--- config.mk ---
export PLATFORM = sky130hd
export DESIGN_NAME = reg_file_wb_arbiter
export DESIGN_NICKNAME = d
export VERILOG_FILES = /design/src/rtl/reg_file_wb_arbiter.sv
export SDC_FILE = /design/constraint.sdc
export NUM_CORES = 1
export LEC_CHECK = 0
export ABC_AREA = 1
export CAP_MARGIN = 5
export CORE_MARGIN = 1
export CORE_UTILIZATION = 45
export DETAILED_ROUTE_END_ITERATION = 16
export PLACE_DENSITY = 0.88
export SLEW_MARGIN = 10
export SYNTH_ARGS = -nofsm -noshare
export SYNTH_HDL_FRONTEND = slang
export SYNTH_SLANG_ARGS = --single-unit
--- constraint.sdc ---
create_clock -name clk -period 1.4 [get_ports clk]
set_input_delay 0.14 -clock clk [delete_from_list [all_inputs] [get_ports clk]]
set_output_delay 0.14 -clock clk [all_outputs]
set_load 0.1 [all_outputs]
--- src/rtl/reg_file_wb_arbiter.sv ---
// Writeback arbiter for the shared reg_file write port, with a 32-entry
// pending-write scoreboard used by issue for operand hazard queries.
module reg_file_wb_arbiter #(
    parameter int unsigned XLEN       = 32,
    parameter int unsigned FIXED_PRIO = 0
) (
    input  logic            clk,
    input  logic            rst_n,
    input  logic            a_valid,
    output logic            a_ready,
    input  logic [4:0]      a_rd,
    input  logic [XLEN-1:0] a_data,
    input  logic            b_valid,
    output logic            b_ready,
    input  logic [4:0]      b_rd,
    input  logic [XLEN-1:0] b_data,
    input  logic            mark_en,
    input  logic [4:0]      mark_rd,
    input  logic [4:0]      q_rs1,
    input  logic [4:0]      q_rs2,
    output logic            q_rs1_busy,
    output logic            q_rs2_busy,
    output logic            rf_we,
    output logic [4:0]      rf_rd,
    output logic [XLEN-1:0] rf_rd_v,
    output logic [31:0]     pending,
    output logic            err
);
    localparam int unsigned NREG = 32;
    localparam logic [NREG-1:0] X0_MASK = NREG'(1);

    logic            last_b_q, last_b_d;
    logic            rf_we_q, rf_we_d;
    logic [4:0]      rf_rd_q, rf_rd_d;
    logic [XLEN-1:0] rf_rd_v_q, rf_rd_v_d;
    logic [NREG-1:0] pending_q, pending_d;
    logic            err_q, err_d;

    logic            grant_a, grant_b;
    logic            mark_ok;
    logic [NREG-1:0] clr_vec, set_vec;

    // Grant: a lone requester wins; on contention fixed priority or the source not served last.
    always_comb begin
        grant_a = 1'b0;
        grant_b = 1'b0;
        if (a_valid && b_valid) begin
            if ((FIXED_PRIO != 0) || last_b_q) begin
                grant_a = 1'b1;
            end else begin
                grant_b = 1'b1;
            end
        end else begin
            grant_a = a_valid;
            grant_b = b_valid;
        end
    end

    // Next-state for the write stage, pointer, scoreboard and error flag.
    always_comb begin
        last_b_d  = last_b_q;
        rf_we_d   = 1'b0;
        rf_rd_d   = rf_rd_q;
        rf_rd_v_d = rf_rd_v_q;
        clr_vec   = '0;
        set_vec   = '0;
        mark_ok   = mark_en && (mark_rd != 5'd0);

        if (grant_a) begin
            last_b_d  = 1'b0;
            rf_we_d   = (a_rd != 5'd0);
            rf_rd_d   = a_rd;
            rf_rd_v_d = a_data;
        end else if (grant_b) begin
            last_b_d  = 1'b1;
            rf_we_d   = (b_rd != 5'd0);
            rf_rd_d   = b_rd;
            rf_rd_v_d = b_data;
        end

        if (rf_we_q) begin
            clr_vec[rf_rd_q] = 1'b1;
        end
        if (mark_ok) begin
            set_vec[mark_rd] = 1'b1;
        end
        // Set after clear: a new producer owns the register even if the old one commits now.
        pending_d = ((pending_q & ~clr_vec) | set_vec) & ~X0_MASK;

        err_d = err_q
              | (mark_ok && pending_q[mark_rd] && !(rf_we_q && (rf_rd_q == mark_rd)))
              | (rf_we_q && !pending_q[rf_rd_q]);
    end

    always_ff @(posedge clk or negedge rst_n) begin
        if (!rst_n) begin
            last_b_q  <= 1'b1;
            rf_we_q   <= 1'b0;
            rf_rd_q   <= 5'd0;
            rf_rd_v_q <= '0;
            pending_q <= '0;
            err_q     <= 1'b0;
        end else begin
            last_b_q  <= last_b_d;
            rf_we_q   <= rf_we_d;
            rf_rd_q   <= rf_rd_d;
            rf_rd_v_q <= rf_rd_v_d;
            pending_q <= pending_d;
            err_q     <= err_d;
        end
    end

    assign a_ready    = grant_a;
    assign b_ready    = grant_b;
    assign rf_we      = rf_we_q;
    assign rf_rd      = rf_rd_q;
    assign rf_rd_v    = rf_rd_v_q;
    assign pending    = pending_q;
    assign err        = err_q;
    assign q_rs1_busy = pending_q[q_rs1];
    assign q_rs2_busy = pending_q[q_rs2];

endmodule

==> results of run 1 <==
synth_stat cells, drive strengths merged:
| master | number |
|---|---|
| o21ai | 83 |
| buf | 24 |
| o41ai | 1 |
| o211ai | 4 |
| nand2 | 240 |
| a21oi | 10 |
| nor2 | 78 |
| dfstp | 1 |
| o22ai | 3 |
| dfrtp | 70 |
| o31ai | 32 |
| conb | 1 |
| nand3 | 60 |
| a22oi | 1 |
| clkbuf | 5 |
| nand3b | 1 |
| nor3 | 16 |
| inv | 47 |
| or4 | 1 |
metrics by stage:
step	setup TNS, ps	util (%)
2_1_floorplan	-864	-
3_3_place_gp	-9060	79.5
3_5_place_dp	-13910	79.5
4_1_cts	-6630	90.0
cell families after synthesis:
| kind of cell | count (synthesis) | synth area share [%] |
|---|---|---|
| buffers and inverters | 76 | 8.20 |
| DFF | 71 | 38.2 |
| AOI/OAI and AO/OA | 134 | 18.5 |
| and+or+nand+nor | 396 | 35.0 |
| other | 1 | 0.0806 |
repair_timing:
action                                  in CTS
hold endpoints to repair                    70
pin swaps                                   52
hold buffers                                 1
endpoints found under the setup margin      60
gates cloned                                 4
buffers inserted                            24
resized for setup                          128
==> impl_metrics.py, run 1 <==
metrics = {
    "placed_design": {
        "placed_area_um2": 7880,
        "dp.cells": 1027,
        "port_buffers": 167,
        "place.gp.congestion": 1.04,
        "dp_hpwl_mm": 14.5,
        "pre_cts_ws_ps": -386,
    },
    "floorplan": {
        "start_util_pct": 47.0,
        "fp-row-count": 36,
        "die_height_um": 104,
        "fp.dieW_um": 104,
        "ios": 169,
    },
    "status": {
        "error_line": "[ERROR DPL-0038] Utilization greater than 100%, impossible to legalize",
        "failing_step": "5_1_grt",
        "status": "did not finish",
    },
    "synthesis": {
        "yosysSeqAreaShare_pct": 38.2,
        "yosysWarnings": 0,
        "synth_cells": 678,
        "yosysTopAreaCell": "dfrtp_1",
        "syn_area_um2": 4650,
        "ys_ff_latch": 71,
        "ys_types": 31,
        "yosys.area.top_type_share_pct": 37.6,
        "syn_area_per_cell_um2": 6.86,
        "ys_top_cells_by_area": "dfrtp_1, nand2_1, nand3_1",
        "syn-num-nets": 772,
    },
    "clock_tree": {
        "clockBufferDepth": 2,
        "htreeDepth": 3,
        "cts_root_buf": "clkbuf_8",
        "cts_buffers": 9,
        "numClockSinks": 71,
    },
    "timing": {
        "worstEndpointGrtRepair": "q_rs2_busy",
        "worstEpCategory": "primary output",
    },
    "global_route": {
        "grt_max_degree": 72,
    },
}
==> run 2, diff against run 1 <==
Settings changed: CORE_UTILIZATION 45 to 30, PLACE_DENSITY 0.88 to unset, PLACE_DENSITY_LB_ADDON set to 0.15.
==> run 2 against run 1 <==
  * The flow now finishes, with violations (negative setup slack)
  * Synthesized area unchanged
  * Synthesized cell count unchanged
==> impl_metrics.py, run 2 <==
metrics = {
    "floorplan": {
        "fp.dieW_um": 127,
        "die_height_um": 127,
        "ios": 169,
        "core_um2": 15100,
        "fp-row-count": 45,
        "start_util_pct": 30.7,
        "die_area_um2": 16000,
    },
    "clock_tree": {
        "numClockSinks": 71,
        "clockBufferDepth": 2,
        "cts_root_buf": "clkbuf_16",
        "htreeDepth": 3,
        "cts_tree": "done",
        "path_clk_slew_ps": 60,
        "insertion_delay_ps": 350,
        "cts_buffers": 9,
    },
    "final_layout": {
        "final_cell_mix": "nand2_1, buf_4, clkdlybuf4s50_1, buf_12, o21ai_1",
        "stdcell_count": 1164,
        "fin_nets": 1065,
        "layout_commonest_cell": "nand2_1",
        "drive_gt1_share_pct": 47.5,
        "n_fill_cell": 1230,
        "fin_area_um2": 9770,
        "multiInputGateArea_um2": 3260,
        "n_antenna_cell": 0,
        "syn_to_final_growth_pct": 110,
        "seqCellArea_um2": 1910,
        "largest_reg_flops": 32,
    },
    "synthesis": {
        "ys_ff_latch": 71,
        "syn_area_per_cell_um2": 6.86,
        "yosysTopAreaCell": "dfrtp_1",
        "syn_area_um2": 4650,
        "ys_top_cells_by_area": "dfrtp_1, nand2_1, nand3_1",
        "yosysWarnings": 0,
        "synth_cells": 678,
        "synth.most_common_cell": "nand2_1",
        "synth_edf_count": 0,
        "ys_types": 31,
        "ys.flop_type": "dfrtp_1",
        "yosysSeqAreaShare_pct": 38.2,
        "syn-num-nets": 772,
        "yosys.area.top_type_share_pct": 37.6,
        "synthTopCellsByCount": "nand2_1, dfrtp_1, nor2_1",
        "synthArstFlopShare_pct": 100,
    },
    "drt": {
        "drc_errors": 0,
        "wl_mm": 20.7,
        "drt_first_pass_iters": 6,
        "drt_iter0_drc": 370,
        "routed-via-count": 6026,
        "drtAntennaViolNets": 0,
        "routed_via_density": 5.18,
        "wl_per_cell_um": 17.8,
    },
    "critical_path": {
        "endpoint_kind": "output port",
        "setup.worst_path.start": "pending[20]",
        "crit_arrival_ps": 1670,
        "crit_required_ps": 1260,
        "worst-path-buf-inv": 1,
        "reg2reg_slack_ps": -230,
        "cpLargestDelayFamily": "flip-flops",
        "cp_cell_sequence": "nand2_2 -> nand3_2 -> nand3_2 -> a21oi_2 -> o21ai_2 -> nand2_8 -> buf_12",
        "crit_path_max_incr_delay_ps": 520,
        "crit_top_cell": "nand3_2",
        "crit_type": "reg -> out",
        "cp_max_fo": 4,
        "cp-start-kind": "flop",
        "cpMaxStageDelayCell": "dfrtp_4",
        "reg2reg_from": "pending[25]",
    },
    "timing": {
        "fin_skew_ps": 10.3,
        "finalMaxSlewViolations": 0,
        "setup_slack_ps": -411,
        "holdWs_ps": 351,
        "setup_violations": 48,
        "fin_crit_sh_pct": 129,
        "finalCriticalPeriod_ps": 1810,
        "max_clock_freq_mhz": 552,
        "hold_viol_final": 0,
        "rsz0062_at_grt": "true",
    },
    "placed_design": {
        "dp.cells": 1103,
        "port_buffers": 167,
        "place.gp.congestion": 0.878,
        "dp_hpwl_mm": 14.2,
        "placed_area_um2": 8120,
        "pre_cts_ws_ps": -390,
    },
    "power": {
        "p_leak_nw": 4.24,
        "vdd_drop_max_mv": 1.16,
        "power_density_nw_per_um2": 1890,
        "design_power_total_mw": 18.5,
    },
    "global_route": {
        "grt_max_degree": 72,
        "grt_overflow": 0,
        "first_global_vias": 5894,
        "antenna_found_initial": 0,
        "grt_usage_pct": 24.9,
        "grt_pass1_wl_mm": 31.0,
    },
    "status": {
        "status": "finished with violations",
        "violations": "negative setup slack",
    },
    "flow_run": {
        "drv_cap": 0,
    },
    "hold_path": {
        "hp-class": "in -> async",
    },
}
==> run 2: cell counts after synthesis <==
No cell type changed its count.
==> run 2: cell families after synthesis <==
kind of cell	synth area share [%]
AND/OR/NAND/NOR	35.0
AO/OA/AOI/OAI	18.5
buffers and inverters	8.20
flip-flops	38.2
other	0.0806
==> run 2: through the flow <==
step           utilization, %  TNS [ps]
3_3_place_gp             53.6     -7210
4_1_cts                  58.4     -2010
5_1_grt                  64.5     -6540
3_5_place_dp             53.6     -8440
2_1_floorplan               -      -864
6_report                 64.5     -3080
==> run 2: final cells by class <==
type	count	area share [%]
sequential	71	19.5
multi-input combinational	531	33.4
tap	188	2.41
timing repair buffer	311	39.2
clock buffer	11	2.48
clock inverter	5	0.832
inverter	47	2.19
==> run 2: power by group <==
part	internal, mW	switching [mW]
sequential	2.89	1.03
clock	1.61	0.897
combinational	4.87	7.16
total	9.37	9.09
==> run 2: repair_timing <==
| action | in CTS | in global routing |
|---|---|---|
| resized for setup | 65 | 211 |
| setup endpoints to repair | 19 | 78 |
| pin swaps | 33 | 63 |
| hold endpoints to repair | 70 | 0 |
| buffers inserted | 22 | 23 |
| gates cloned | 1 | 8 |
| hold buffers | 1 | 0 |
==> run 2: tightest hold or removal path: stages <==
cell,delay [ps]
dlygate4sd3_1,520
buf_2,120
buf_12,330
==> run 2: path summary, 6_finish.rpt <==
kind / endpoint / cells after the start
min in group clk: rf_rd_v[7] / 3
worst max-delay path: q_rs2_busy / 7
worst min-delay path: rf_rd_v[10] / 3
worst max register to register: err / 13
worst min register to register: rf_rd_v[9] / 2
max in group asynchronous: pending[8] / 3
==> run 2: layer usage <==
layer | part of all wire, % | routed length [um] | global-route usage (%)
met5 | 0 | 0 | 0
met1 | 38 | 7830 | 29.6
met4 | 2.9 | 608 | 11.3
met3 | 8.7 | 1790 | 6.41
met2 | 51 | 10500 | 42.3
(Power assumes the default switching activity.)
